[config.mk]
export PLATFORM = sky130hd
export DESIGN_NAME = iram_fifo_ctl_64x32
export DESIGN_NICKNAME = d
export VERILOG_FILES = /design/src/rtl/iram_fifo_ctl_64x32.sv
export SDC_FILE = /design/constraint.sdc
export NUM_CORES = 1
export LEC_CHECK = 0
export BUFFER_PORTS_ARGS = -buffer_cell sky130_fd_sc_hd__buf_2
export CORE_AREA = 2 2 100 102
export CTS_CLUSTER_SIZE = 30
export DETAILED_ROUTE_END_ITERATION = 10
export DIE_AREA = 0 0 102 104
export GPL_ROUTABILITY_DRIVEN = 0
export GPL_TIMING_DRIVEN = 1
export PLACE_DENSITY_LB_ADDON = 0.25
export SLEW_MARGIN = 10
export SYNTH_ARGS = -nofsm -noshare
export SYNTH_HDL_FRONTEND = slang
export SYNTH_SLANG_ARGS = --single-unit
[constraint.sdc]
create_clock -name clk -period 2.85 [get_ports clk]
set_clock_uncertainty 0.2 [all_clocks]
set_input_delay 0.4275 -clock clk [delete_from_list [all_inputs] [get_ports clk]]
set_output_delay 0.4275 -clock clk [all_outputs]
set_load 0.03 [all_outputs]
[src/rtl/iram_fifo_ctl_64x32.sv]
// 64x32 block-RAM stream FIFO controller with a 2-entry prefetch buffer (first word out 3 cycles after push, 1 word/cycle).
// in_ready drops only when the RAM holds 64 words; optional high-watermark output when IRAM_FIFO_HWM_EN is defined.
module iram_fifo_ctl_64x32 (
  input  logic        clk,
  input  logic        reset,
  input  logic        in_valid,
  output logic        in_ready,
  input  logic [31:0] in_data,
  output logic        out_valid,
  input  logic        out_ready,
  output logic [31:0] out_data,
  output logic [6:0]  level,
  output logic        ram_ena,
  output logic        ram_wea,
  output logic [5:0]  ram_addra,
  output logic [31:0] ram_dia,
  output logic        ram_enb,
  output logic [5:0]  ram_addrb,
  input  logic [31:0] ram_dob
`ifdef IRAM_FIFO_HWM_EN
  ,
  output logic [6:0]  hwm
`endif
);

  logic [5:0]  wptr;
  logic [5:0]  rptr;
  logic [6:0]  ram_cnt;
  logic        inflight;
  logic [1:0]  buf_cnt;
  logic [31:0] obuf [2];

  logic        push;
  logic        pop;
  logic        rd;
  logic [2:0]  occ;
  logic        fill_hi;

  always_comb begin
    in_ready  = (ram_cnt != 7'd64);
    push      = in_valid & in_ready;
    out_valid = (buf_cnt != 2'd0);
    pop       = out_valid & out_ready;
    // Buffer slots already spoken for, counting the word returning from RAM this cycle.
    occ       = {1'b0, buf_cnt} + {2'b00, inflight};
    rd        = (ram_cnt != 7'd0) & ((occ < 3'd2) | ((occ == 3'd2) & pop));
    fill_hi   = (buf_cnt == 2'd2) | ((buf_cnt == 2'd1) & ~pop);
  end

  assign ram_ena   = push;
  assign ram_wea   = push;
  assign ram_addra = wptr;
  assign ram_dia   = in_data;
  assign ram_enb   = rd;
  assign ram_addrb = rptr;
  assign out_data  = obuf[0];
  assign level     = ram_cnt + {6'd0, inflight} + {5'd0, buf_cnt};

  always_ff @(posedge clk or posedge reset) begin
    if (reset) begin
      wptr     <= 6'd0;
      rptr     <= 6'd0;
      ram_cnt  <= 7'd0;
      inflight <= 1'b0;
      buf_cnt  <= 2'd0;
    end else begin
      if (push) wptr <= wptr + 6'd1;
      if (rd)   rptr <= rptr + 6'd1;
      ram_cnt  <= ram_cnt + {6'd0, push} - {6'd0, rd};
      inflight <= rd;
      buf_cnt  <= buf_cnt + {1'b0, inflight} - {1'b0, pop};
    end
  end

  // Returning word lands in the first free slot after this cycle's shift.
  always_ff @(posedge clk) begin
    if (pop) obuf[0] <= obuf[1];
    if (inflight) begin
      if (fill_hi) obuf[1] <= ram_dob;
      else         obuf[0] <= ram_dob;
    end
  end

`ifdef IRAM_FIFO_HWM_EN
  always_ff @(posedge clk or posedge reset) begin
    if (reset)            hwm <= 7'd0;
    else if (level > hwm) hwm <= level;
  end
`endif

endmodule

==> impl_metrics.tcl, run 1 <==
set metrics [dict create \
    cts_setup_buffers 0 \
    regArea_mm2 0.00247 \
    leakagePower_uw 0.00212 \
    finalHoldViolations 0 \
    tightestPinTransition_ns 0.847 \
    finalSetupViolations 0 \
    cp_max_fo 4 \
    cts_resized 0 \
    vias 2239 \
    area_growth_pct 18.7 \
    n_fill_cell 856 \
    cts_buffers 9 \
    synth.avg_cell_area_um2 15.6 \
    fin_area_mm2 0.00488 \
    status "finished clean" \
    rr_endpoint "ram_cnt[6]" \
    ys_ff_latch 86 \
    path_class "flop to flop" \
    cts.hold.buffers_added 0 \
    multi_input_area_mm2 0.00138 \
    syn-num-nets 355 \
    placed_cell_area_mm2 0.00465 \
    start_kind "flop" \
    ys_seq_area_share_pct 60.1 \
    die_x_um 102 \
    max_freq_mhz 364 \
    core_mm2 0.00955 \
    synth-main-ff-cell "edfxtp_1" \
    grt_use_total_pct 13.4 \
    clk_pin_slew_worst_paths_ns 0.09 \
    yosysTopAreaCell "edfxtp_1" \
    wl_per_cell_um 14.5 \
    start_util_pct 43.1 \
    antenna_found_initial 0 \
    final_cells 482 \
    required_ns 2.93 \
    ios 156 \
    hold_class "input port to async pin" \
    dieHeight_um 104 \
    wl_um 6980 \
    grt_pass1_vias 2323 \
    drv_cap 0 \
    syn_inst 264 \
    netlist_area_mm2 0.00411 \
    grt_pass1_wl_um 11200 \
    post_synth_num_cell_types 34 \
    htree_num_levels 3 \
    r2r_start "buf_cnt[0]" \
    yosysWarningCount 0 \
    grt_overflow 0 \
    io_buffers 91 \
    p_per_area_mw_per_mm2 1450 \
    cp-end-kind "flop" \
    antenna_cells 0 \
    async_reset_ff_share_pct 25.6 \
    synth_top_area_share_pct 46.7 \
    nets 435 \
    drtPass1Iterations 4 \
    cts_max_path_buffers 2 \
    via_per_inst 4.65 \
    period_share_pct 96.3 \
    yosys-top-cells-area "edfxtp_1, dfrtp_1, mux2_4, ha_1, buf_4" \
    grt_max_degree 32 \
    clock_latency_ns 0.34 \
    route.antenna.remaining_nets 0 \
    relSlewSlack_pct 43.4 \
    cts_sinks 86 \
    synth_edf_count 64 \
    dr.first_iter.drc_count 26 \
    cts_tree "yes" \
    crit_start "buf_cnt[0]" \
    drive_gt1_share_pct 52.1 \
    num_rows 36 \
    reg2reg_depth 13 \
    r2r_slack_ns 0.10 \
    slew_viol_final 0 \
    period_minus_slack_ns 2.75 \
    dpl.cell_count 466 \
    hpwl_um 5050 \
    cp.arrival_ns 2.82 \
    synth_common_cells "edfxtp_1, buf_4, mux2_4" \
    ir_drop_mv 0.634 \
    clock-root-buffer "clkbuf_8" \
    design.die.area_mm2 0.0106 \
    yosysMostFrequentCell "edfxtp_1" \
    drcViolationCount 0 \
    endpoint "ram_cnt[6]" \
]
-- cells by family after synthesis --
kind of cell               count (synthesis)  share of synthesized area (%)
xor gates and xnor gates                  23                           4.90
muxes                                     34                           12.0
buffers and inverters                     56                           8.67
and+or+nand+nor                           29                           4.23
AOI/OAI and AO/OA                         13                           2.56
DFF                                       86                           60.1
adders and majority gates                 23                           7.55
-- layer usage --
layer / track usage [%] / vias to the layer above / share of wire, %
met5: 0 / - / 0
met4: 3.81 / 0 / 1.1
met2: 22.5 / 82 / 49
met1: 15.9 / 1082 / 42
met3: 5.24 / 16 / 7.8
li1: - / 1059 / -
-- sequential cells by signal (all words and copies together) (netlist names) --
| signal | flops |
|---|---|
| buf_cnt | 2 |
| inflight | 1 |
| obuf | 64 |
| ram_addra | 6 |
| ram_addrb | 6 |
| ram_cnt | 7 |
-- critical path, cell delays in order (launching register included) --
cell and delay (ns):
dfrtp_1 0.41, ha_2 0.19, inv_1 0.08, ha_4 0.20, a31oi_4 0.17, nor2_4 0.06
ha_4 0.26, inv_2 0.03, ha_4 0.15, fa_2 0.37, a21oi_4 0.16, o311ai_2 0.11
a21oi_2 0.16, xnor2_1 0.12
-- worst min-delay path by stage --
| stage | cells past startpoint | start | to | slack (ns) |
|---|---|---|---|---|
| finish | 2 | reset | ram_addra[1] | 0.04 |
| global route | 1 | ram_dob[14] | obuf[1][14] | 0.03 |
| CTS | 1 | ram_dob[14] | obuf[1][14] | 0.04 |
| detailed placement | 1 | ram_addra[5] | ram_addra[5] | 0.27 |
| global placement | 1 | ram_addrb[5] | ram_addrb[5] | 0.26 |
| floorplan | 1 | reset | buf_cnt[0] | 0.22 |
-- cells in the final DEF, fill, tap and decap left out, drive strengths merged --
master	Yosys	final
a21boi	1	1
a21o	1	1
a21oi	5	5
a311o	1	1
a31oi	1	1
and2b	1	1
and3	1	1
and4bb	1	1
buf	36	105
bufinv	0	1
clkbuf	0	9
clkinv	0	3
dfrtp	22	22
edfxtp	64	64
fa	3	3
ha	20	20
inv	20	23
mux2	34	34
nand2	6	6
nand2b	1	1
nand3	3	3
nand4	4	4
nor2	5	5
nor2b	2	2
nor3	2	2
nor3b	2	2
nor4b	1	1
o211ai	1	1
o21a	1	1
o21ai	1	1
o311ai	1	1
xnor2	15	15
xor2	8	8
-- metrics by stage --
stage	total power, µW	util [%]	setup slack [ns]	hold WS (ns)	TNS, ns
2_1_floorplan	5270	-	-0.0186	0.217	-0.0186
3_3_place_gp	6130	48.7	0.0608	0.260	0
3_5_place_dp	6210	48.7	0.0239	0.267	0
4_1_cts	7090	50.8	0.000989	0.0423	0
5_1_grt	7570	51.1	-0.00211	0.0343	-0.00211
6_report	7070	51.1	0.105	0.0391	0
-- power breakdown --
part / internal (µW) / total [µW] / switching, µW
registers: 2070 / 2310 / 245
clock network: 416 / 868 / 452
logic: 1560 / 3890 / 2330
total: 4050 / 7070 / 3020
-- layout make-up --
class                   count  area share, %
clock buffers               9           2.54
clock inverters             7           1.59
inverters                  20           1.54
flip-flops and latches     86           50.6
repair buffers            105           12.1
multi-input cells         122           28.2
well taps                 133           3.41
Power figures use the tool's default switching activity.
==> run 2: changes to the inputs <==
REMOVE_ABC_BUFFERS = 1   (was default)
SETUP_SLACK_MARGIN = 0.2   (was default)
==> run 2 against run 1 <==
Net effect: via count is 6.1% higher; register-to-register slack better by 0.04 ns; count of clock-buffer cells in the layout stayed put; clock power is 20% higher; critical path depth stayed put; combinational power is 10% higher; first-iteration DRC count grew to 2.9 times the previous value; core utilization is 2.8 points higher; worst setup slack better by 0.036 ns; die area stayed put; highest routed layer unchanged.
==> impl_metrics.tcl, run 2 (synthesized netlist as in run 1, its figures left out) <==
set metrics [dict create \
    tightestPinTransition_ns 0.905 \
    grt_use_total_pct 16.6 \
    cts_sinks 86 \
    period_share_pct 95.1 \
    reg2reg_depth 13 \
    dr.first_iter.drc_count 76 \
    htree_num_levels 3 \
    grt_max_degree 23 \
    relSlewSlack_pct 39.6 \
    p_per_area_mw_per_mm2 1480 \
    p_seq_share_pct 30.2 \
    hpwl_um 6140 \
    grt_pass1_wl_um 13000 \
    antenna_found_initial 0 \
    period_minus_slack_ns 2.71 \
    n_fill_cell 834 \
    cp_max_fo 2 \
    antenna_cells 0 \
    drv_cap 0 \
    nets 456 \
    clock_latency_ns 0.36 \
    dpl.cell_count 474 \
    via_per_inst 4.72 \
    finalSetupViolations 0 \
    grt_overflow 0 \
    path_class "flop to flop" \
    drcViolationCount 0 \
    area_growth_pct 25.2 \
    largest_register_ffs 64 \
    start_kind "flop" \
    io_buffers 91 \
    p_sw_share_pct 41.4 \
    slew_viol_final 0 \
    regArea_mm2 0.00247 \
    reg.largest.list "obuf (64), ram_cnt (7)" \
    combPwrFrac_pct 56.1 \
    drive_gt1_share_pct 57.6 \
    design.die.area_mm2 0.0106 \
    final_common_cell "buf_2" \
    regMostFlops "obuf" \
    vias 2375 \
    hold_class "input port to async pin" \
    required_ns 2.94 \
    drtPass1Iterations 4 \
    ios 156 \
    cp-end-kind "flop" \
    final_cells 503 \
    status "finished clean" \
    p_total_uw 7640 \
    die_x_um 102 \
    num_rows 36 \
    clk_pin_slew_worst_paths_ns 0.09 \
    ir_drop_mv 0.888 \
    wl_um 8650 \
    switching_power_uw 3160 \
    layout_common_cells "buf_2, edfxtp_1, buf_4, mux2_4, dfrtp_1" \
    cts_tree "yes" \
    leakagePower_uw 0.00225 \
    internal-power_uw 4480 \
    finalHoldViolations 0 \
    clock-root-buffer "clkbuf_8" \
    grt_setup_unrepaired "yes" \
    pwr-share-clk_pct 13.7 \
    start_util_pct 43.1 \
    dieHeight_um 104 \
    route.antenna.remaining_nets 0 \
    cts_buffers 9 \
    cts_max_path_buffers 2 \
    wl_per_cell_um 17.2 \
    multi_input_area_mm2 0.00142 \
    cp.arrival_ns 2.80 \
    max_freq_mhz 369 \
    grt_pass1_vias 2381 \
    core_mm2 0.00955 \
]
-- run 2: cell types whose count changed in the layout (fill, tap and decap cells not counted), sizes merged --
cell and delta:
buf +21, bufinv +2, clkinv -2, clkinvlp +1, inv -1
-- run 2: power by group through the flow --
stage	Clock [µW]	Sequential [µW]	Combinational (µW)
after floorplan	0	3050	1980
after global placement	0	2310	3800
after detailed placement	0	2330	3860
after CTS	1070	2310	4090
after global routing	1120	2380	4660
final	1040	2310	4290
-- run 2: cell type report --
| cell class | instances | share of cell area (%) |
|---|---|---|
| flip-flops and latches | 86 | 48.1 |
| multi-input cells | 122 | 27.6 |
| well taps | 133 | 3.23 |
| repair buffers | 126 | 14.8 |
| clock buffers | 9 | 2.41 |
| clock inverters | 7 | 2.31 |
| inverters | 20 | 1.60 |
-- run 2: worst paths after layout --
path                               from      endpoint  slack, ns
hold / removal                    reset  ram_addra[5]       0.04
min in group clk            ram_dob[31]   obuf[1][31]       0.05
setup / recovery             buf_cnt[0]    ram_cnt[6]       0.14
hold reg to reg            ram_addra[5]  ram_addra[5]       0.27
max in group asynchronous         reset    buf_cnt[1]       1.78
setup reg to reg             buf_cnt[0]    ram_cnt[6]       0.14
-- run 2: routing by layer --
| layer | track usage [%] | vias to the layer above | share of wire (%) |
|---|---|---|---|
| li1 | - | 1106 | - |
| met1 | 22.1 | 1154 | 44 |
| met2 | 21.8 | 103 | 43 |
| met3 | 9.27 | 12 | 12 |
| met5 | 2.56 | - | 0 |
| met4 | 7.14 | 0 | 1.7 |
-- run 2: stage by stage --
step | setup WS, ns | hold WS, ns | setup TNS [ns] | util (%) | instance area (µm²)
4_1_cts | 0.0909 | 0.0360 | 0 | 52.1 | 4970
6_report | 0.141 | 0.0443 | 0 | 53.9 | 5150
2_1_floorplan | -0.303 | 0.217 | -1.17 | - | 3830
3_5_place_dp | -0.105 | 0.263 | -0.105 | 48.6 | 4640
5_1_grt | 0.0210 | 0.0315 | 0 | 53.9 | 5150
3_3_place_gp | -0.00429 | 0.257 | -0.00429 | 48.6 | 4640
-- run 2: repair_timing --
action	in CTS	in global routing
gates resized for setup	24	28
endpoints found under the setup margin	10	11
buffers inserted	2	11
pin swaps	13	17
hold buffers	0	0
-- run 2: worst max-delay path, cell delays in order, from the launching register on --
cell	delay (ns)
dfrtp_1	0.37
ha_2	0.20
ha_2	0.20
nor2_4	0.04
a31oi_4	0.20
nor2_4	0.06
ha_4	0.26
inv_2	0.03
ha_4	0.15
fa_2	0.34
a21oi_2	0.15
o311ai_1	0.11
a21oi_1	0.18
xnor2_1	0.13
